==> config.mk <==
export PLATFORM = sky130hd
export DESIGN_NAME = pipelined_control_unit
export DESIGN_NICKNAME = d
export VERILOG_FILES = /design/src/rtl/pipelined_control_unit.sv
export SDC_FILE = /design/constraint.sdc
export NUM_CORES = 1
export LEC_CHECK = 0
export CAP_MARGIN = 20
export CORE_MARGIN = 2
export CORE_UTILIZATION = 39
export CTS_CLUSTER_SIZE = 10
export DETAILED_ROUTE_END_ITERATION = 10
export GPL_TIMING_DRIVEN = 0
export HOLD_SLACK_MARGIN = 0.02
export PLACE_DENSITY = 0.79
export SYNTH_ARGS = -nofsm -noshare
export SYNTH_HDL_FRONTEND = slang
export SYNTH_SLANG_ARGS = --single-unit
==> constraint.sdc <==
create_clock -name clk -period 1.7 [get_ports clk]
set_input_delay 0.34 -clock clk [delete_from_list [all_inputs] [get_ports clk]]
set_output_delay 0.34 -clock clk [all_outputs]
set_load 0.01 [all_outputs]
==> src/rtl/pipelined_control_unit.sv <==
// Registered decode/control stage between IF/ID and EX: decodes the instruction,
// detects load-use hazards against ID/EX, and manages flush/hold/stall bubbles.
module pipelined_control_unit #(
    parameter int unsigned CNT_W       = 8,
    parameter bit          ENABLE_JUMP = 1'b1,
    parameter bit          ENABLE_LUI  = 1'b1
) (
    input  logic             clk,
    input  logic             rst_n,
    input  logic [31:0]      instruction,
    input  logic             id_valid,
    input  logic             flush,
    input  logic             hold,
    output logic             stall,
    output logic             ex_valid,
    output logic             ex_branch,
    output logic             ex_jump,
    output logic             ex_mem_read,
    output logic             ex_mem_to_reg,
    output logic             ex_mem_write,
    output logic             ex_alu_src,
    output logic             ex_reg_write,
    output logic [1:0]       ex_alu_op,
    output logic [1:0]       ex_wb_sel,
    output logic [4:0]       ex_rs1,
    output logic [4:0]       ex_rs2,
    output logic [4:0]       ex_rd,
    output logic [2:0]       ex_funct3,
    output logic             ex_funct7_5,
    output logic             ex_illegal,
    output logic [CNT_W-1:0] illegal_count
);

    typedef enum logic [6:0] {
        OP_R      = 7'b0110011,
        OP_LOAD   = 7'b0000011,
        OP_STORE  = 7'b0100011,
        OP_BRANCH = 7'b1100011,
        OP_IALU   = 7'b0010011,
        OP_JAL    = 7'b1101111,
        OP_JALR   = 7'b1100111,
        OP_LUI    = 7'b0110111
    } opcode_e;

    typedef struct packed {
        logic       valid;
        logic       illegal;
        logic       branch;
        logic       jump;
        logic       mem_read;
        logic       mem_to_reg;
        logic       mem_write;
        logic       alu_src;
        logic       reg_write;
        logic [1:0] alu_op;
        logic [1:0] wb_sel;
        logic [4:0] rs1;
        logic [4:0] rs2;
        logic [4:0] rd;
        logic [2:0] funct3;
        logic       funct7_5;
    } idex_t;

    localparam idex_t BUBBLE = '0;
    localparam logic [CNT_W-1:0] CNT_MAX = {CNT_W{1'b1}};

    logic [4:0] rs1;
    logic [4:0] rs2;
    logic [4:0] rd;
    idex_t      dec;
    idex_t      ex_q;
    logic       uses_rs1;
    logic       uses_rs2;
    logic       unused_imm_bits;

    assign rs1 = instruction[19:15];
    assign rs2 = instruction[24:20];
    assign rd  = instruction[11:7];

    // Immediate bits are consumed by the datapath, not by control.
    assign unused_imm_bits = ^{instruction[31], instruction[29:25]};

    always_comb begin
        // NOTE: every combinational output gets a default first so no path infers a latch.
        dec          = BUBBLE;
        uses_rs1     = 1'b0;
        uses_rs2     = 1'b0;
        dec.valid    = 1'b1;
        dec.rs1      = rs1;
        dec.rs2      = rs2;
        dec.rd       = rd;
        dec.funct3   = instruction[14:12];
        dec.funct7_5 = instruction[30];

        case (opcode_e'(instruction[6:0]))
            OP_R: begin
                dec.reg_write = 1'b1;
                dec.alu_op    = 2'b10;
                uses_rs1      = 1'b1;
                uses_rs2      = 1'b1;
            end
            OP_LOAD: begin
                dec.mem_read   = 1'b1;
                dec.mem_to_reg = 1'b1;
                dec.alu_src    = 1'b1;
                dec.reg_write  = 1'b1;
                uses_rs1       = 1'b1;
            end
            OP_STORE: begin
                dec.mem_write = 1'b1;
                dec.alu_src   = 1'b1;
                uses_rs1      = 1'b1;
                uses_rs2      = 1'b1;
            end
            OP_BRANCH: begin
                dec.branch = 1'b1;
                dec.alu_op = 2'b01;
                uses_rs1   = 1'b1;
                uses_rs2   = 1'b1;
            end
            OP_IALU: begin
                dec.alu_src   = 1'b1;
                dec.reg_write = 1'b1;
                dec.alu_op    = 2'b11;
                uses_rs1      = 1'b1;
            end
            OP_JAL: begin
                if (ENABLE_JUMP) begin
                    dec.jump      = 1'b1;
                    dec.reg_write = 1'b1;
                    dec.wb_sel    = 2'b10;
                end else begin
                    dec.illegal = 1'b1;
                end
            end
            OP_JALR: begin
                if (ENABLE_JUMP) begin
                    dec.jump      = 1'b1;
                    dec.alu_src   = 1'b1;
                    dec.reg_write = 1'b1;
                    dec.wb_sel    = 2'b10;
                    uses_rs1      = 1'b1;
                end else begin
                    dec.illegal = 1'b1;
                end
            end
            OP_LUI: begin
                if (ENABLE_LUI) begin
                    dec.alu_src   = 1'b1;
                    dec.reg_write = 1'b1;
                    dec.wb_sel    = 2'b11;
                end else begin
                    dec.illegal = 1'b1;
                end
            end
            default: dec.illegal = 1'b1;
        endcase

        // x0 is hardwired; never let a write to it reach the register file.
        if (rd == 5'd0) begin
            dec.reg_write = 1'b0;
        end
    end

    assign stall = id_valid & ex_q.valid & ex_q.mem_read & (ex_q.rd != 5'd0)
                 & ((uses_rs1 & (rs1 == ex_q.rd)) | (uses_rs2 & (rs2 == ex_q.rd)));

    always_ff @(posedge clk or negedge rst_n) begin
        // NOTE: sequential state uses non-blocking assignments so every flop samples pre-edge values.
        if (!rst_n) begin
            ex_q          <= BUBBLE;
            illegal_count <= '0;
        end else if (flush) begin
            ex_q <= BUBBLE;
        end else if (hold) begin
            ex_q <= ex_q;
        end else if (stall) begin
            ex_q <= BUBBLE;
        end else if (id_valid) begin
            ex_q <= dec;
            if (dec.illegal && (illegal_count != CNT_MAX)) begin
                illegal_count <= illegal_count + CNT_W'(1);
            end
        end else begin
            ex_q <= BUBBLE;
        end
    end

    assign ex_valid      = ex_q.valid;
    assign ex_illegal    = ex_q.illegal;
    assign ex_branch     = ex_q.branch;
    assign ex_jump       = ex_q.jump;
    assign ex_mem_read   = ex_q.mem_read;
    assign ex_mem_to_reg = ex_q.mem_to_reg;
    assign ex_mem_write  = ex_q.mem_write;
    assign ex_alu_src    = ex_q.alu_src;
    assign ex_reg_write  = ex_q.reg_write;
    assign ex_alu_op     = ex_q.alu_op;
    assign ex_wb_sel     = ex_q.wb_sel;
    assign ex_rs1        = ex_q.rs1;
    assign ex_rs2        = ex_q.rs2;
    assign ex_rd         = ex_q.rd;
    assign ex_funct3     = ex_q.funct3;
    assign ex_funct7_5   = ex_q.funct7_5;

endmodule

---- After elaboration in Yosys (flattened, before gate mapping) ----
Cells that the tools add are included.
W data, S select, Z words.
word-level totals
  register bits ........................... 40
  input bits .............................. 37
  output and inout bits ................... 41
operators by class
  $add $sub $neg .......................... 1
  eq/ne operators ......................... 12
  mux-type cells .......................... 16
  bitwise operators ....................... 10
  reduce and logical (&&, ||, !) cells .... 10
operator list
  cell                   count
  $mux W32               4
  $eq A7 B6 Y1 const B   3
  $eq A7 B7 Y1 const B   3
  $reduce_or A6 Y1       2
  $eq A5 B5 Y1           2
  $mux W1                9
  $add A8 B1 Y8 const B  1
  $ne A8 B8 Y1 const B   1
  $reduce_or A8 Y1       1
  $eq A7 B2 Y1 const B   1
  $eq A7 B5 Y1 const B   1
  $and A1 B1 Y1          6
  $pmux W2 S3            1
  $logic_not A5 Y1       1
  $reduce_and A5 Y1      1
  $reduce_bool A5 Y1     1
  $reduce_or A5 Y1       1
  $pmux W2 S2            1
  $not A1 Y1             3
  $reduce_or A3 Y1       1
  $mux W2                1
  $ne A2 B2 Y1 const B   1
  $reduce_or A2 Y1       1
  $logic_and A1 B1 Y1    1
  $or A1 B1 Y1           1

---- Logic depth before layout (Yosys ltp) ----
Gate-level depths: netlist (run 1).
  word-level depth ........................ 9
  mapped depth ............................ 7

---- Worst setup path before layout (run 1) ----
Ideal clock, no wire load.
  path type ............................... flip-flop to output port
  start point ............................. reg ex_q, in the netlist ex_rd[4]
  end point ............................... out stall
  arrival ................................. 1514 ps
  data required time ...................... 1360 ps
  slack ................................... -154 ps
  stages on the path, launching flop included .. 5
  buffers on the path ..................... 0
  cell sequence ........................... dfrtp_1 xor2_1 nor4_1 nand3_1 a21oi_1
on the way
  longest elaborated chain between the ends .. 4
  elaborated cells between the ends (all ways) .. 8
ends and longest elaborated chain
  what                      RTL line  source
  start: declaration        71        idex_t ex_q;
  start signal: assignment  176       ex_q <= ex_q;
  $eq A5 B5 Y1              166       & ((uses_rs1 & (rs1 == ex_q.rd)) | (uses_rs2 & (rs2 == ex_q.rd)));
  $and A1 B1 Y1             166
  $or A1 B1 Y1              166
  $and A1 B1 Y1 *           166
  end: declaration          14        output logic stall,
Every way passes the cells marked *; elsewhere a longest branch is shown, timed or not.

---- Worst setup path after layout (run 1) ----
  start point ............................. in instruction[18]
  end point ............................... out stall
on the way
  longest elaborated chain between the ends .. 4
ends and longest elaborated chain
  what                RTL line  source
  start: declaration  10        input logic [31:0] instruction,
  $eq A5 B5 Y1        166
  $and A1 B1 Y1       166
  $or A1 B1 Y1        166
  $and A1 B1 Y1       166
No other way between the ends.

==> results.txt, run 1 <==
The flow ran to the end, but the final reports show violations. The final reports fail on negative setup slack. Summed over all cells, the static leakage comes to 1.41 nW. For this design, the slowest cell found on the critical path is sky130_fd_sc_hd__clkdlybuf4s50_1. The placed wire-length estimate after detailed placement came out at 3690 microns.

Of the total power, registers draw 0.479. The count of hold buffers inserted by post-cts repair is 0. The post-route total power came out at 2.26 mW. The area growth from synthesis to layout came out at 60.8%. The slew at the pin closest to its max-slew limit is 854 ps. The number of rows in the core area came out at 25. For this run, design rule violations remaining after detail routing come to 0.

sky130_fd_sc_hd__dfrtp_1 is the most common cell in the netlist. The largest net degree at the start of global routing is 40. The overall die width is 75.2 microns.

The final-stage net count came out at 313. In the global route stage, overall resource usage came out at 0.197. The share of final-layout standard cells stronger than drive strength 1 came out at 0.286.

The final estimated routing congestion in global placement came out at 0.859. The number of buffers on the longest clock path came out at 2. Summed over all instances, the cell type with the most area after synthesis is sky130_fd_sc_hd__dfrtp_1. In this design, the stage delay of the slowest critical-path cell is 460 ps.

The count of nets left with antenna violations once routing finished came out at 0. The average cell area after synthesis came out at 11.1 sq um. By count the netlist is led by sky130_fd_sc_hd__dfrtp_1, sky130_fd_sc_hd__nand2_1, sky130_fd_sc_hd__a22o_1. The clock arrives with 8.21 ps of skew. Sorting the synthesized cells by area gives the leading types as sky130_fd_sc_hd__dfrtp_1, sky130_fd_sc_hd__a22o_1, sky130_fd_sc_hd__xor2_1. The total via count after detailed routing came out at 1853. The count of synthesis-stage warnings from yosys is 0. The number of placed instances, taps included, is 316. After detailed routing, the met3 layer carries 286 microns of wire. CTS placed an instance of sky130_fd_sc_hd__clkbuf_8 at the clock tree root. The final wirelength is 5490 microns.

The number of antenna violations at the first check in global routing is 0. The number of hold-slack violations in the final timing report came out at 0. The power per cell area came out at 709 nW/um^2. The post-layout worst setup margin came out at -436 ps. The routed design uses 2670 microns of met2 wire.

For the worst setup path, the data arrival time is 1800 ps. The post-synthesis async set-or-reset flop share came out at 1.00. The net count after synthesis came out at 217. Internal power comes to 1.59 mW.

The total grt overflow came out at 0. The number of distinct standard cells referenced by the synthesized netlist came out at 50. In this run, synthesis produced a sequential element count of 39. The initial core utilization is 0.411. The number of I/O pins came out at 78. The wire length of the first global-routing pass is 8380 microns. The region available for standard cell placement spans 4820 sq um.

In the finished design, the share of the clock period the worst path needs comes to 1.26. The count of buffers from port buffering came out at 70. The later pin in the worst-skew pair is clocked with a latency of 290 ps. After filler insertion, the fill cell instance count of the layout stands at 374.

In this run the worst hold path is classified as in2async. The top routing layer in use is met4. The number of flops mapped to enable cells by yosys came out at 0.

The clock transition at the register clock pins on the worst setup and hold paths after CTS is 80 ps. For this block, the initial DRC count from the detailed router was 105. The portion of total power attributed to the clock network is 0.266. The final non-filler cell total came out at 343. The length of the first detailed-routing pass in iterations came out at 4. The max-slew violation total from the final report came out at 0. The via density per instance is 5.40.

Synthesis produced a netlist whose cell count is 179. For this run, the leading register cell type out of synthesis is sky130_fd_sc_hd__dfrtp_1. Across the run, the number of max-cap violations was 0. TritonCTS built the clock tree. The via count of the first global-routing pass came out at 1707.

The height of the die is 75.2 microns. The number of clock buffers inserted by TritonCTS is 5. The number of antenna diodes in the final layout is 0. The total area of multi-input combinational cells is 1130 sq um. Traced cell by cell, the critical path runs through clkdlybuf4s50_1, xor2_1, nor4_1, nand2_1, a21oi_2, buf_2. At the worst endpoint, the required time is 1360 ps. The switching share of total power is 0.295. The combinational share of power is 0.255. OpenSTA, run right after detailed placement, puts the worst setup slack at -1240 ps. In this run the tightest slew margin relative to its limit is 0.431. The portion of the post-synthesis area used by sequential elements is 0.493.

The combined area of all synthesized cells came out at 1980 sq um. Setup violations remaining at the end of the flow were counted as 30. The H-tree depth is 2.

The worst setup path is launched from a primary input. The routed length per placed instance is 16.0 microns. Setup repair after global routing could not meet its margin everywhere.

The total net switching power came out at 0.665 mW. The worst-case vdd ir drop came out at 0.000710 V. Along the worst path, the maximum fanout reaches 2. The met1 wire length is 2430 microns.

The total number of clock tree sinks came out at 39. In the final layout, flip-flops and latches occupy 985 sq um. The classification of the worst setup path is in2out. The minimum clock period is 2140 ps.

The type of destination of the critical path is an output port. The die footprint came out at 5660 sq um. The area share of the leading cell type in the synthesized netlist is 0.493. The achievable frequency is 0.468 GHz.
## power by group through the flow
stage	sequential (mW)	combinational (mW)	clock, mW
2_1_floorplan	1.12	0.196	0
3_3_place_gp	1.09	0.504	0
3_5_place_dp	1.09	0.513	0
4_1_cts	1.08	0.546	0.622
5_1_grt	1.10	0.617	0.661
6_report	1.08	0.575	0.601
## worst paths after layout
path | slack (ps) | cells past startpoint | startpoint | end
worst max-delay path | -440 | 6 | instruction[18] | stall
worst min-delay path | 160 | 1 | rst_n | illegal_count[4]
worst max register to register | -180 | 5 | ex_rd[4] | ex_rd[3]
worst min register to register | 480 | 2 | ex_wb_sel[1] | ex_wb_sel[1]
max in group asynchronous | 950 | 1 | rst_n | ex_rd[1]
min in group clk | 380 | 3 | instruction[5] | ex_branch
## logic make-up after synthesis
group	after synthesis	share of synthesized area
XOR/XNOR	16	0.0708
AND/OR/NAND/NOR	62	0.171
AO/OA/AOI/OAI	49	0.215
buffers and inverters	10	0.0297
multiplexers	2	0.0133
adder cells (fa/ha/maj)	1	0.00632
flip-flops	39	0.493
## sequential cells by signal, indices dropped and copies added, names as in the netlist
name	flops
ex_funct7_5	1
ex_rs2	5
ex_rs1	5
ex_valid	1
ex_alu_op	2
ex_reg_write	1
ex_mem_read	1
illegal_count	8
ex_wb_sel	2
ex_alu_src	1
ex_jump	1
ex_illegal	1
ex_funct3	3
ex_rd	5
ex_branch	1
ex_mem_write	1
## stage by stage
stage | TNS, ps | utilization | instance area [sq um] | hold slack (ps)
final | -4830 | 0.660 | 3180 | 161
after CTS | -8000 | 0.628 | 3020 | 192
after global routing | -6610 | 0.660 | 3180 | 235
after detailed placement | -26650 | 0.576 | 2780 | 468
after floorplan | -637 | - | 2000 | 44.4
after global placement | -48440 | 0.577 | 2780 | 463
## critical path, delay by kind of cell
kind                      cells  cell delay, ps
and+or+nand+nor               2             460
AOI/OAI and AO/OA             1             190
xor gates and xnor gates      1             180
buffers and inverters         2             620
## cells in the final DEF, fill, tap and decap left out, types with 3 or more instances in the layout
master,n
sky130_fd_sc_hd__dlymetal6s2s_1,3
sky130_fd_sc_hd__o31ai_1,3
sky130_fd_sc_hd__clkbuf_8,5
sky130_fd_sc_hd__buf_2,5
sky130_fd_sc_hd__dfrtp_2,7
sky130_fd_sc_hd__o31ai_2,3
sky130_fd_sc_hd__a22o_1,21
sky130_fd_sc_hd__buf_6,6
sky130_fd_sc_hd__nand3_1,5
sky130_fd_sc_hd__clkdlybuf4s50_1,54
sky130_fd_sc_hd__a21oi_4,3
sky130_fd_sc_hd__clkbuf_2,3
sky130_fd_sc_hd__dfrtp_1,32
sky130_fd_sc_hd__nor2_1,6
sky130_fd_sc_hd__dlygate4sd2_1,8
sky130_fd_sc_hd__clkinv_2,3
sky130_fd_sc_hd__xor2_1,13
sky130_fd_sc_hd__nand2_1,21
sky130_fd_sc_hd__buf_4,17
sky130_fd_sc_hd__o21ai_0,3
## metal layers
| metal | global-route usage | vias to the layer above |
|---|---|---|
| li1 | - | 864 |
| met1 | 0.270 | 915 |
| met2 | 0.307 | 65 |
| met3 | 0.0522 | 9 |
| met4 | 0.0604 | 0 |
| met5 | 0 | - |
## timing repair
item | CTS | global route
buffers inserted | 10 | 10
resized for setup | 43 | 30
pin swaps | 11 | 9
setup endpoints to repair | 40 | 38
## final cells by class
type,instances,share of cell area
multi-input combinational,130,0.356
sequential,39,0.310
timing repair buffer,89,0.260
tap,67,0.0264
clock buffer,5,0.0216
buffer,9,0.0201
clock inverter,3,0.00472
inverter,1,0.00118
No activity file was read; power rests on OpenSTA's default activity.
==> inputs of run 2 (changes only) <==
GPL_TIMING_DRIVEN = default   (was 0)
==> results.txt, run 2 (synthesis gave the netlist of run 1 again) <==
The final-stage net count is 351 (was 313). The final wirelength came out at 7290 microns (was 5490 microns). The number of clock buffers inserted by TritonCTS is 5 (unchanged). The number of hold-slack violations in the final timing report came out at 0 (unchanged). The power per cell area was 671 nW/um^2 (was 709 nW/um^2). The data arrival time of the critical path came out at 1810 ps (was 1800 ps). The clock transition at the register clock pins on the worst setup and hold paths after CTS was 80 ps (about the same).

The portion of the clock cycle consumed by the worst path in the final layout is 1.26 (about the same). The final estimated routing congestion in global placement is 0.896 (was 0.859). The cell depth of the worst flop-to-flop path is 7 (was 5). The number of DRC violations after detailed routing was 0 (unchanged). The largest net degree at the start of global routing is 40 (unchanged). The standby leakage power is 1.67 nW (was 1.41 nW).

The total via count after detailed routing came out at 2109 (was 1853). The startpoint of the lowest-slack register-to-register path is ex_rd[4] (unchanged). The clock root buffer was sky130_fd_sc_hd__clkbuf_8 (unchanged). The maximum single-stage delay on the critical path is 460 ps (about the same). The post-layout worst setup margin was -449 ps (was -436 ps). The sequential share of power is 0.456 (was 0.479).

The max-slew violation total from the final report came out at 0 (unchanged). The area growth from synthesis to layout is 81.3% (was 60.8%). The slew at the pin closest to its max-slew limit is 478 ps (was 854 ps). The total number of clock tree sinks came out at 39 (unchanged). The maximum fanout count along the critical path is 4 (was 2).

The commonest non-fill, non-tap cell in the layout is sky130_fd_sc_hd__buf_4 (was sky130_fd_sc_hd__clkdlybuf4s50_1). The utilization after layout is 0.745 (was 0.660). The die footprint came out at 5660 sq um (unchanged). The type of origin of the critical path is a flop (was primary input).

The length of the first detailed-routing pass in iterations came out at 4 (unchanged). Result of the run: complete, but fails checks (unchanged). The worst endpoint required time came out at 1360 ps (about the same).

The wire length of the first global-routing pass is 10900 microns (was 8380 microns). Setup repair after global routing missed its margin: yes (unchanged). The number of antenna violations at the first check in global routing is 0 (unchanged). The total inserted antenna cells is 0 (unchanged). The achievable frequency is 0.465 GHz (was 0.468 GHz). The post-placement setup slack was -895 ps (was -1240 ps).

The via count of the first global-routing pass came out at 2162 (was 1707). The total grt overflow came out at 0 (unchanged). The flip-flop count of the largest register after layout is 8 (unchanged).

The final instance area came out at 3590 sq um (was 3180 sq um). The final setup TNS came to -7460 ps (was -4830 ps). Most frequent cells in the layout: sky130_fd_sc_hd__buf_4, sky130_fd_sc_hd__clkdlybuf4s50_1, sky130_fd_sc_hd__dfrtp_1, sky130_fd_sc_hd__nand2_1, sky130_fd_sc_hd__a22o_1 (was sky130_fd_sc_hd__clkdlybuf4s50_1, sky130_fd_sc_hd__dfrtp_1, sky130_fd_sc_hd__nand2_1, sky130_fd_sc_hd__a22o_1, sky130_fd_sc_hd__buf_4). The remaining antenna violation count came to 0 (unchanged). The worst max-slew margin expressed relative to the limit is 0.678 (was 0.431). The register with the most flip-flops is illegal_count (unchanged). The critical path's slowest cell is sky130_fd_sc_hd__dfrtp_2 (was sky130_fd_sc_hd__clkdlybuf4s50_1).

The clock latency on the worst-skew pair was 290 ps (about the same). The number of failing setup endpoints in the final timing report came out at 30 (unchanged). The via density per instance is 5.54 (was 5.40). The launching element of the worst setup path is ex_rd[4] (was instruction[18]).

The CTS tree is done (unchanged). The portion of total power attributed to the clock network came out at 0.268 (was 0.266). The type of destination of the critical path is an output port (unchanged). The overall die width is 75.2 microns (unchanged). The number of max-cap violations came to 0 (unchanged). The minimum clock period is 2150 ps (was 2140 ps). The area of the core is 4820 sq um (unchanged).

The switching share of total power came out at 0.299 (was 0.295). The height of the die was 75.2 microns (unchanged). The setup skew after layout came out at 9.48 ps (was 8.21 ps). The overall track demand over capacity in global routing came to 0.262 (was 0.197). The reg-to-reg critical path endpoint is ex_mem_read (was ex_rd[3]). The register-to-register path setup slack is -310 ps (was -180 ps). The DRC marker count from the first detailed-route iteration came out at 141 (was 105). The number of I/O pins came out at 78 (unchanged). The total net switching power was 0.718 mW (was 0.665 mW). The cell area after placement came out at 3050 sq um (was 2780 sq um).

The number of rows in the core area came out at 25 (unchanged). Cells along the critical path: xor2_2, a2111oi_2, nand2_1, a21oi_2, buf_2 (was clkdlybuf4s50_1, xor2_1, nor4_1, nand2_1, a21oi_2, buf_2). The layout filler cell count came to 342 (was 374).

The classification of the worst setup path is reg2out (was in2out). The worst-case vdd ir drop came to 0.000640 V (was 0.000710 V). The worst min-delay path class was in2async (unchanged). The routed length per placed instance is 19.1 microns (was 16.0 microns). The count of buffers from port buffering is 71 (was 70). The number of buffers on the longest clock path came out at 2 (unchanged). The share of final-layout standard cells stronger than drive strength 1 came out at 0.389 (was 0.286). The H-tree depth is 2 (unchanged).

The placed wire-length estimate after detailed placement was 4100 microns (was 3690 microns). The internal power came out at 1.69 mW (was 1.59 mW). The combinational share of power came out at 0.276 (was 0.255).

The initial core utilization is 0.411 (unchanged). Violations in the final reports: negative setup slack (unchanged).
==> run 2: what timing repair did <==
| action | CTS | global route |
|---|---|---|
| setup endpoints to repair | 44 | 42 |
| hold buffers | 0 | 0 |
| cloned | 2 | 0 |
| pin swaps | 23 | 18 |
| gates resized for setup | 70 | 23 |
| buffers inserted | 17 | 6 |
==> run 2: worst max-delay path by stage <==
stage                     to  cells past startpoint
detailed placement     stall                      6
global route           stall                      5
global placement       stall                      6
finish                 stall                      5
CTS                    stall                      5
floorplan           ex_rd[1]                      5
==> run 2: worst max-delay path: cells and delay by family, from the launching register on <==
family                 cells  cell delay, ps
AO/OA/AOI/OAI              2             550
XOR/XNOR                   1             200
buffers and inverters      1             150
flip-flops                 1             460
AND/OR/NAND/NOR            1             150
==> run 2: routing by layer <==
layer	vias up	part of all wire	track usage	wire (microns)
li1	942	-	-	-
met1	1047	0.40	0.331	2900
met2	104	0.51	0.439	3680
met3	16	0.062	0.0482	450
met4	0	0.035	0.119	255
met5	-	0	0	0
==> run 2: power groups by stage <==
stage	combinational [mW]	clock (mW)	sequential, mW
after floorplan	0.196	0	1.12
after global placement	0.560	0	1.09
after detailed placement	0.575	0	1.10
after CTS	0.625	0.660	1.08
after global routing	0.707	0.691	1.11
final	0.665	0.645	1.10
==> run 2: final cells by class <==
cell class | count | area (sq um) | area share
Sequential cell | 39 | 982 | 0.274
Inverter | 1 | 3.75 | 0.00105
Tap cell | 67 | 83.8 | 0.0234
Clock inverter | 1 | 5.00 | 0.00140
Multi-Input combinational cell | 132 | 1220 | 0.341
Timing Repair Buffer | 134 | 1200 | 0.336
Clock buffer | 7 | 86.3 | 0.0241
==> run 2: stage by stage <==
| step | instances | power [mW] | hold WS (ps) |
|---|---|---|---|
| CTS | 376 | 2.37 | 107 |
| finish | 381 | 2.41 | 94.3 |
| detailed placement | 349 | 1.67 | 424 |
| global placement | 349 | 1.65 | 423 |
| global route | 381 | 2.50 | 151 |
| floorplan | 179 | 1.31 | 44.4 |
==> inputs of run 3 (changes only) <==
ABC_CLOCK_PERIOD_IN_PS = 1700   (was default)
==> results of run 3 <==
Final layout, timing and power as in run 2 (identical DEF).
